===== config.mk =====
export PLATFORM = sky130hd
export DESIGN_NAME = kamacore_scoreboard_flat
export DESIGN_NICKNAME = d
export VERILOG_FILES = /design/src/rtl/kamacore_scoreboard_pkg.sv /design/src/rtl/kamacore_scoreboard_if.sv /design/src/rtl/kamacore_scoreboard_sb_counter.sv /design/src/rtl/kamacore_scoreboard.sv /design/src/flat_wrapper.sv
export SDC_FILE = /design/constraint.sdc
export NUM_CORES = 1
export LEC_CHECK = 0
export ABC_CLOCK_PERIOD_IN_PS = 3550
export CAP_MARGIN = 20
export CORE_ASPECT_RATIO = 1.2
export CORE_MARGIN = 1.5
export CORE_UTILIZATION = 53
export CTS_BUF_LIST = sky130_fd_sc_hd__clkbuf_4 sky130_fd_sc_hd__clkbuf_8
export CTS_CLUSTER_DIAMETER = 30
export DETAILED_ROUTE_END_ITERATION = 10
export PLACE_DENSITY = 0.75
export SLEW_MARGIN = 30
export SYNTH_ARGS = -nofsm -noshare
export SYNTH_HDL_FRONTEND = slang
export SYNTH_SLANG_ARGS = --single-unit

===== constraint.sdc =====
create_clock -name clk -period 3.55 [get_ports clk]
set_input_delay 0.71 -clock clk [delete_from_list [all_inputs] [get_ports clk]]
set_output_delay 0.71 -clock clk [all_outputs]
set_load 0.02 [all_outputs]

===== src/rtl/kamacore_scoreboard_pkg.sv =====
// Shared constants and types for the kamacore decode-stage scoreboard.
//   REG_COUNT / REG_ADDR_WIDTH : architectural register file geometry
//   DEFAULT_CNT_WIDTH          : default width of a per-register in-flight counter
//   sb_state_t                 : issue controller state
package kamacore_scoreboard_pkg;

    localparam int unsigned REG_COUNT         = 32;
    localparam int unsigned REG_ADDR_WIDTH    = 5;
    localparam int unsigned DEFAULT_CNT_WIDTH = 2;

    typedef enum logic [1:0] {
        RUN   = 2'd0,
        STALL = 2'd1,
        FLUSH = 2'd2
    } sb_state_t;

endpackage


===== src/rtl/kamacore_scoreboard_if.sv =====
// Decode/execute/writeback handshake bundle seen by the scoreboard.
//   master : decode/pipeline side (drives id_*, ex_ready, wb_*, flush)
//   slave  : scoreboard side (drives id_ready, issue, stall, stall_cnt, sb_err)
interface kamacore_scoreboard_if #(
    parameter int unsigned STALL_CNT_WIDTH = 16
);
    import kamacore_scoreboard_pkg::*;

    logic                       id_valid;
    logic                       id_rs1_used;
    logic [REG_ADDR_WIDTH-1:0]  id_rs1_a;
    logic                       id_rs2_used;
    logic [REG_ADDR_WIDTH-1:0]  id_rs2_a;
    logic                       id_rd_we;
    logic [REG_ADDR_WIDTH-1:0]  id_rd_a;
    logic                       ex_ready;
    logic                       wb_rd_we;
    logic [REG_ADDR_WIDTH-1:0]  wb_rd_a;
    logic                       flush;
    logic                       id_ready;
    logic                       issue;
    logic                       stall;
    logic [STALL_CNT_WIDTH-1:0] stall_cnt;
    logic                       sb_err;

    modport master (
        output id_valid, id_rs1_used, id_rs1_a, id_rs2_used, id_rs2_a,
               id_rd_we, id_rd_a, ex_ready, wb_rd_we, wb_rd_a, flush,
        input  id_ready, issue, stall, stall_cnt, sb_err
    );

    modport slave (
        input  id_valid, id_rs1_used, id_rs1_a, id_rs2_used, id_rs2_a,
               id_rd_we, id_rd_a, ex_ready, wb_rd_we, wb_rd_a, flush,
        output id_ready, issue, stall, stall_cnt, sb_err
    );

endinterface


===== src/rtl/kamacore_scoreboard_sb_counter.sv =====
// Per-register in-flight write counter.
//   clk, rst  : clock, async active-low reset
//   inc, dec  : issue of a write / retire of a write
//   clear     : flush, forces the count to zero
//   is_zero, is_max, is_one : count status
//   underflow : retire seen while the count is zero
module kamacore_sb_counter #(
    parameter int unsigned W = 2
) (
    input  logic clk,
    input  logic rst,
    input  logic inc,
    input  logic dec,
    input  logic clear,
    output logic is_zero,
    output logic is_max,
    output logic is_one,
    output logic underflow
);

    logic [W-1:0] cnt_q;
    logic         dec_ok;

    assign is_zero   = (cnt_q == '0);
    assign is_max    = &cnt_q;
    assign is_one    = (cnt_q == W'(1));
    assign underflow = dec & is_zero;
    // a retire against an empty counter is dropped, not wrapped
    assign dec_ok    = dec & ~is_zero;

    // inc and a valid dec together cancel; inc is never taken past max
    always_ff @(posedge clk or negedge rst) begin
        if (!rst) begin
            cnt_q <= '0;
        end else if (clear) begin
            cnt_q <= '0;
        end else if (inc && !dec_ok && !is_max) begin
            cnt_q <= cnt_q + W'(1);
        end else if (dec_ok && !inc) begin
            cnt_q <= cnt_q - W'(1);
        end
    end

endmodule


===== src/rtl/kamacore_scoreboard.sv =====
// Decode-stage issue controller: tracks in-flight register writes and
// decides each cycle whether the decoded instruction may go to execute.
//   clk, rst : clock, async active-low reset
//   sb       : kamacore_scoreboard_if.slave (decode/ex/wb handshake,
//              id_ready/issue/stall decision, stall_cnt, sticky sb_err)
// Optional: define KAMACORE_SCOREBOARD_BYPASS_EN to let a consumer issue in
// the same cycle its last outstanding producer retires.
module kamacore_scoreboard
    import kamacore_scoreboard_pkg::*;
#(
    parameter int unsigned CNT_WIDTH       = DEFAULT_CNT_WIDTH,
    parameter int unsigned STALL_CNT_WIDTH = 16
) (
    input  logic                 clk,
    input  logic                 rst,
    kamacore_scoreboard_if.slave sb
);

`ifdef KAMACORE_SCOREBOARD_BYPASS_EN
    localparam bit BYPASS_EN = 1'b1;
`else
    localparam bit BYPASS_EN = 1'b0;
`endif

    sb_state_t state_q, state_d;

    logic [REG_COUNT-1:1] inc_v, dec_v, uflow_v;
    logic [REG_COUNT-1:0] zero_v, max_v, one_v;

    logic rs1_busy_c, rs2_busy_c, waw_c;
    logic id_ready_c, issue_c, stall_c;

    logic [STALL_CNT_WIDTH-1:0] stall_cnt_q;
    logic                       sb_err_q;

    // x0 is never tracked: always empty, never full
    assign zero_v[0] = 1'b1;
    assign max_v[0]  = 1'b0;
    assign one_v[0]  = 1'b0;

    // one counter per tracked register; retires in the flush cycle are dropped
    for (genvar i = 1; i < REG_COUNT; i++) begin : g_cnt
        assign inc_v[i] = issue_c & sb.id_rd_we & (sb.id_rd_a == REG_ADDR_WIDTH'(i));
        assign dec_v[i] = sb.wb_rd_we & ~sb.flush & (sb.wb_rd_a == REG_ADDR_WIDTH'(i));

        kamacore_sb_counter #(.W(CNT_WIDTH)) u_cnt (
            .clk       (clk),
            .rst       (rst),
            .inc       (inc_v[i]),
            .dec       (dec_v[i]),
            .clear     (sb.flush),
            .is_zero   (zero_v[i]),
            .is_max    (max_v[i]),
            .is_one    (one_v[i]),
            .underflow (uflow_v[i])
        );
    end

    // State register
    always_ff @(posedge clk or negedge rst) begin
        if (!rst) begin
            state_q <= RUN;
        end else begin
            state_q <= state_d;
        end
    end

    // Next state; flush overrides everything, FLUSH lasts one cycle
    always_comb begin
        state_d = state_q;
        case (state_q)
            RUN: begin
                if (sb.flush)    state_d = FLUSH;
                else if (stall_c) state_d = STALL;
            end
            STALL: begin
                if (sb.flush)     state_d = FLUSH;
                else if (issue_c) state_d = RUN;
                else if (stall_c) state_d = STALL;
                else              state_d = RUN;
            end
            FLUSH:   state_d = RUN;
            default: state_d = RUN;
        endcase
    end

    // Hazard check and issue decision, same cycle as the decoded instruction
    always_comb begin
        rs1_busy_c = 1'b0;
        rs2_busy_c = 1'b0;
        waw_c      = 1'b0;
        if (sb.id_rs1_used && sb.id_rs1_a != '0) begin
            rs1_busy_c = ~zero_v[sb.id_rs1_a]
                       & ~(BYPASS_EN & one_v[sb.id_rs1_a] & sb.wb_rd_we
                           & (sb.wb_rd_a == sb.id_rs1_a));
        end
        if (sb.id_rs2_used && sb.id_rs2_a != '0) begin
            rs2_busy_c = ~zero_v[sb.id_rs2_a]
                       & ~(BYPASS_EN & one_v[sb.id_rs2_a] & sb.wb_rd_we
                           & (sb.wb_rd_a == sb.id_rs2_a));
        end
        if (sb.id_rd_we && sb.id_rd_a != '0) begin
            waw_c = max_v[sb.id_rd_a];
        end
        id_ready_c = rst & (state_q != FLUSH) & sb.ex_ready & ~sb.flush
                   & ~(rs1_busy_c | rs2_busy_c | waw_c);
        issue_c    = sb.id_valid & id_ready_c;
        stall_c    = rst & sb.id_valid & ~id_ready_c;
    end

    // Saturating stall counter and sticky underflow flag
    always_ff @(posedge clk or negedge rst) begin
        if (!rst) begin
            stall_cnt_q <= '0;
            sb_err_q    <= 1'b0;
        end else begin
            if (stall_c && !(&stall_cnt_q)) begin
                stall_cnt_q <= stall_cnt_q + STALL_CNT_WIDTH'(1);
            end
            if (|uflow_v) begin
                sb_err_q <= 1'b1;
            end
        end
    end

    assign sb.id_ready  = id_ready_c;
    assign sb.issue     = issue_c;
    assign sb.stall     = stall_c;
    assign sb.stall_cnt = stall_cnt_q;
    assign sb.sb_err    = sb_err_q;

endmodule

===== src/flat_wrapper.sv =====
// flat-port wrapper written by rule: the top's interface ports become plain ports
module kamacore_scoreboard_flat import kamacore_scoreboard_pkg::*;
#(
    parameter int unsigned CNT_WIDTH       = DEFAULT_CNT_WIDTH,
    parameter int unsigned STALL_CNT_WIDTH = 16
)
  (clk, rst, sb_id_valid, sb_id_rs1_used, sb_id_rs1_a, sb_id_rs2_used, sb_id_rs2_a, sb_id_rd_we, sb_id_rd_a, sb_ex_ready, sb_wb_rd_we, sb_wb_rd_a, sb_flush, sb_id_ready, sb_issue, sb_stall, sb_stall_cnt, sb_sb_err);
  kamacore_scoreboard_if #(.STALL_CNT_WIDTH(STALL_CNT_WIDTH)) sb_i ();
  input  logic clk;
  input  logic rst;
  input wire logic [$bits(sb_i.id_valid)-1:0] sb_id_valid;
  input wire logic [$bits(sb_i.id_rs1_used)-1:0] sb_id_rs1_used;
  input wire logic [$bits(sb_i.id_rs1_a)-1:0] sb_id_rs1_a;
  input wire logic [$bits(sb_i.id_rs2_used)-1:0] sb_id_rs2_used;
  input wire logic [$bits(sb_i.id_rs2_a)-1:0] sb_id_rs2_a;
  input wire logic [$bits(sb_i.id_rd_we)-1:0] sb_id_rd_we;
  input wire logic [$bits(sb_i.id_rd_a)-1:0] sb_id_rd_a;
  input wire logic [$bits(sb_i.ex_ready)-1:0] sb_ex_ready;
  input wire logic [$bits(sb_i.wb_rd_we)-1:0] sb_wb_rd_we;
  input wire logic [$bits(sb_i.wb_rd_a)-1:0] sb_wb_rd_a;
  input wire logic [$bits(sb_i.flush)-1:0] sb_flush;
  output wire logic [$bits(sb_i.id_ready)-1:0] sb_id_ready;
  output wire logic [$bits(sb_i.issue)-1:0] sb_issue;
  output wire logic [$bits(sb_i.stall)-1:0] sb_stall;
  output wire logic [$bits(sb_i.stall_cnt)-1:0] sb_stall_cnt;
  output wire logic [$bits(sb_i.sb_err)-1:0] sb_sb_err;
  assign sb_i.id_valid = sb_id_valid;
  assign sb_i.id_rs1_used = sb_id_rs1_used;
  assign sb_i.id_rs1_a = sb_id_rs1_a;
  assign sb_i.id_rs2_used = sb_id_rs2_used;
  assign sb_i.id_rs2_a = sb_id_rs2_a;
  assign sb_i.id_rd_we = sb_id_rd_we;
  assign sb_i.id_rd_a = sb_id_rd_a;
  assign sb_i.ex_ready = sb_ex_ready;
  assign sb_i.wb_rd_we = sb_wb_rd_we;
  assign sb_i.wb_rd_a = sb_wb_rd_a;
  assign sb_i.flush = sb_flush;
  assign sb_id_ready = sb_i.id_ready;
  assign sb_issue = sb_i.issue;
  assign sb_stall = sb_i.stall;
  assign sb_stall_cnt = sb_i.stall_cnt;
  assign sb_sb_err = sb_i.sb_err;
  kamacore_scoreboard #(.CNT_WIDTH(CNT_WIDTH), .STALL_CNT_WIDTH(STALL_CNT_WIDTH)) u_core (.clk(clk), .rst(rst), .sb(sb_i));
endmodule

==> results.ini <==
[status]
outcome=completed

[timing]
worst_slack_ns=0.05881
finClkSkew_ns=0.01687
tightest_slew_ns=0.8443
setup_violations=0
final_max_slew_viol_count=0
fin_crit_sh_pct=98.34
hold_viol_final=0
slew_headroom_pct=43.60
clock.fmax_mhz=286.4
period_needed_ns=3.491

[detailed_routing]
drt-total-wl_um=25470
drtAntennaViolNets=0
route.vias.total=7247
met2_length_um=11700
drc=0
vias_per_cell=6.558
route.met3.wl_um=2377
routed.top_layer=met4
post_drt_wl_per_cell_um=23.05
wl_met1_um=9969
firstDrtPassIters=6
drt_iter0_drc=935

[power]
clockPowerShare_pct=31.3
powerDensity_nw_per_um2=272.4
internal-power_uw=1514
p_total_uw=2261
swShare_pct=33.07
power_frac_comb_pct=24.5
ir_drop_v=0.0002617
leakagePower_uw=0.003183
p_switching_uw=747.7
p_seq_share_pct=44.2

[synthesis]
synth_edf_count=0
synth_fp_nets=842
synth_area_um2=6564
ys_ff_latch=81
synth_cell_types=75
avgSynthCellArea_um2=8.083
yosysSeqAreaShare_pct=30.88
async_reset_ff_share_pct=100.0
syn_inst=812
ys_dominant_reg_cell=dfrtp_1
yosysWarnings=0

[setup_path]
arrival_ns=2.78
slowest_stage=nor4b_4
cpPeakStageDelay_ns=0.30
critPathTopFamily=simple AND/OR/NAND/NOR gates
startpoint_type=input pin
end_kind=output pin
crit_buf_inv=4
worstSetupPathType=input pin to output pin
critPathRequiredTime_ns=2.84
path_max_fanout=8
cp_cell_sequence=clkdlybuf4s15_2 > buf_4 > buf_4 > nor3_1 > a211oi_1 > a211oi_2 > a211oi_2 > nor4b_4 > and3_4 > and2_1 > buf_2

[floorplanning]
top_level_ports=49
start_util_pct=54.19
die_w_um=104.6
core_area_um2=12110
num_rows=44
dieArea_um2=13060
die-height_um=124.9

[global_route]
antenna_found_initial=0
grt_pass1_wl_um=38960
grt_max_degree=81
grt_overflow=0
track_usage_pct=38.95
grt_pass1_vias=6983

[clock_network]
cts_inserted_buffers=9
clk_latency_ns=0.38
cts_buffer_depth=2
cts_root_buf=clkbuf_8
cts_hold_buf=0
cts_tree=yes
cts.clk_slew.worst_paths_ns=0.09
tritoncts_num_sinks=81
htree_levels=3

[finish]
nNetsFinal=970
antenna_cells=0
syn_to_final_growth_pct=26.48
fill_cells=1045
layout.cells.non_filler=1105
drive_gt1_share_pct=22.03

[run]
maxCapViolations=0

[min_path]
worstHoldPathType=input pin to asynchronous set/reset pin

[placed_design]
dp_slack_ns=-0.8045
gp_congestion=1.077
port_buffers=48
hpwlAfterDp_um=18900
dp_cells=1086

## logic make-up (layout without fill, tap and decap cells)
group / after synthesis / in the layout / share of synthesized area [%]
flops: 81 / 81 / 30.88
simple gates: 444 / 444 / 38.12
buf+inv: 56 / 188 / 4.384
mux: 8 / 8 / 2.249
xor+xnor: 41 / 41 / 5.585
compound gates: 181 / 181 / 18.59
fa+ha+maj: 1 / 1 / 0.1906
## flip-flops by register name, summed over array words and instances, names as in the netlist
signal,cells
u_core.g_cnt.u_cnt.cnt_q,62
u_core.sb.sb_err,1
u_core.sb.stall_cnt,16
u_core.state_q,2
## metrics by stage
step	utilization [%]	area, µm²	hold WS [ns]	setup TNS, ns
final	68.54	8302	0.1119	0
after CTS	67.57	8184	0.1056	0
after floorplan	-	6564	0.4144	0
after detailed placement	65.02	7875	0.4883	-22.29
after global placement	64.99	7871	0.4777	-17.75
after global routing	68.54	8302	0.1028	-0.04498
## cell type report
type	count	area [µm²]	area share, %
multi-input combinational	675	4464	53.78
sequential	81	2027	24.42
timing repair buffer	163	1380	16.62
tap	161	201.4	2.427
clock buffer	9	123.9	1.492
clock inverter	6	67.56	0.8139
inverter	10	37.54	0.4521
## repair_timing
item	in CTS	in global routing
setup endpoints to repair	12	3
resized for setup	50	28
buffers inserted	1	1
endpoints found under the hold margin	0	0
pin swaps	9	8
gates cloned	1	1
## power groups by stage
stage	Clock (µW)	Sequential, µW	Combinational [µW]
global placement	0	1010	514
detailed placement	0	1020	524
finish	707	1000	555
CTS	716	999	535
global route	752	1010	584
floorplan	0	1050	222
## routing by layer
layer  vias to the layer above  global-route usage [%]
met1                      3428                   50.77
met5                         -                       0
met2                       478                   62.62
li1                       3240                       -
met3                       101                   6.646
met4                         0                   19.26
## worst paths after layout
kind / from / to / slack, ns / cells past startpoint
min: rst / u_core.sb.stall_cnt[8]$_DFFE_PN0P_ / 0.11 / 1
max in group asynchronous: rst / u_core.g_cnt[28].u_cnt.cnt_q[0]$_DFFE_PN0P_ / 2.47 / 2
max: sb_id_rs1_a[0] / sb_issue / 0.06 / 11
max reg2reg: u_core.g_cnt[13].u_cnt.cnt_q[1]$_DFFE_PN0P_ / u_core.g_cnt[18].u_cnt.cnt_q[0]$_DFFE_PN0P_ / 0.28 / 9
min reg2reg: u_core.sb.stall_cnt[8]$_DFFE_PN0P_ / u_core.sb.stall_cnt[8]$_DFFE_PN0P_ / 0.49 / 1
min in group clk: u_core.sb.stall_cnt[8]$_DFFE_PN0P_ / u_core.sb.stall_cnt[8]$_DFFE_PN0P_ / 0.49 / 1
## worst reg2reg max path, stage by stage (launching register included)
cell and delay [ns]:
dfrtp_1 0.45, nor2_1 0.48, a2111oi_4 0.15, o41ai_2 0.40, a31oi_2 0.18, or4_1 0.61
buf_12 0.22, nor4_2 0.36, xor2_1 0.22, nor2_1 0.06
## synth_stat cells (9+ instances only)
library cell | instances | share of area, %
dfrtp_1 | 81 | 31
nand4_1 | 10 | 0.95
o2111ai_1 | 13 | 1.7
and2_1 | 27 | 2.6
xnor2_1 | 17 | 2.3
clkbuf_1 | 20 | 1.1
and3_1 | 14 | 1.3
nor3_1 | 50 | 3.8
o211ai_1 | 19 | 2.2
nor3b_1 | 35 | 4.0
a21oi_1 | 52 | 4.0
nor2_1 | 114 | 6.5
o21ai_0 | 40 | 3.0
xor2_1 | 23 | 3.1
nor4_1 | 14 | 1.3
nand3_1 | 25 | 1.9
buf_2 | 17 | 1.3
nor2b_1 | 13 | 1.2
nand2_1 | 81 | 4.6
nand2b_1 | 9 | 0.86
## cell usage in the layout, fill, tap and decap left out, drive strengths merged, types with 18 or more instances in the layout
cell           netlist  layout
buf                 26     118
nor2               116     116
nand2               81      81
dfrtp               81      81
a21oi               52      52
nor3                50      50
o21ai               41      41
nor3b               35      35
clkdlybuf4s50        0      32
nor4                29      29
and2                27      27
nand3               25      25
xor2                23      23
o211ai              19      19
and3                19      19
xnor2               18      18
Power figures use the tool's default switching activity.
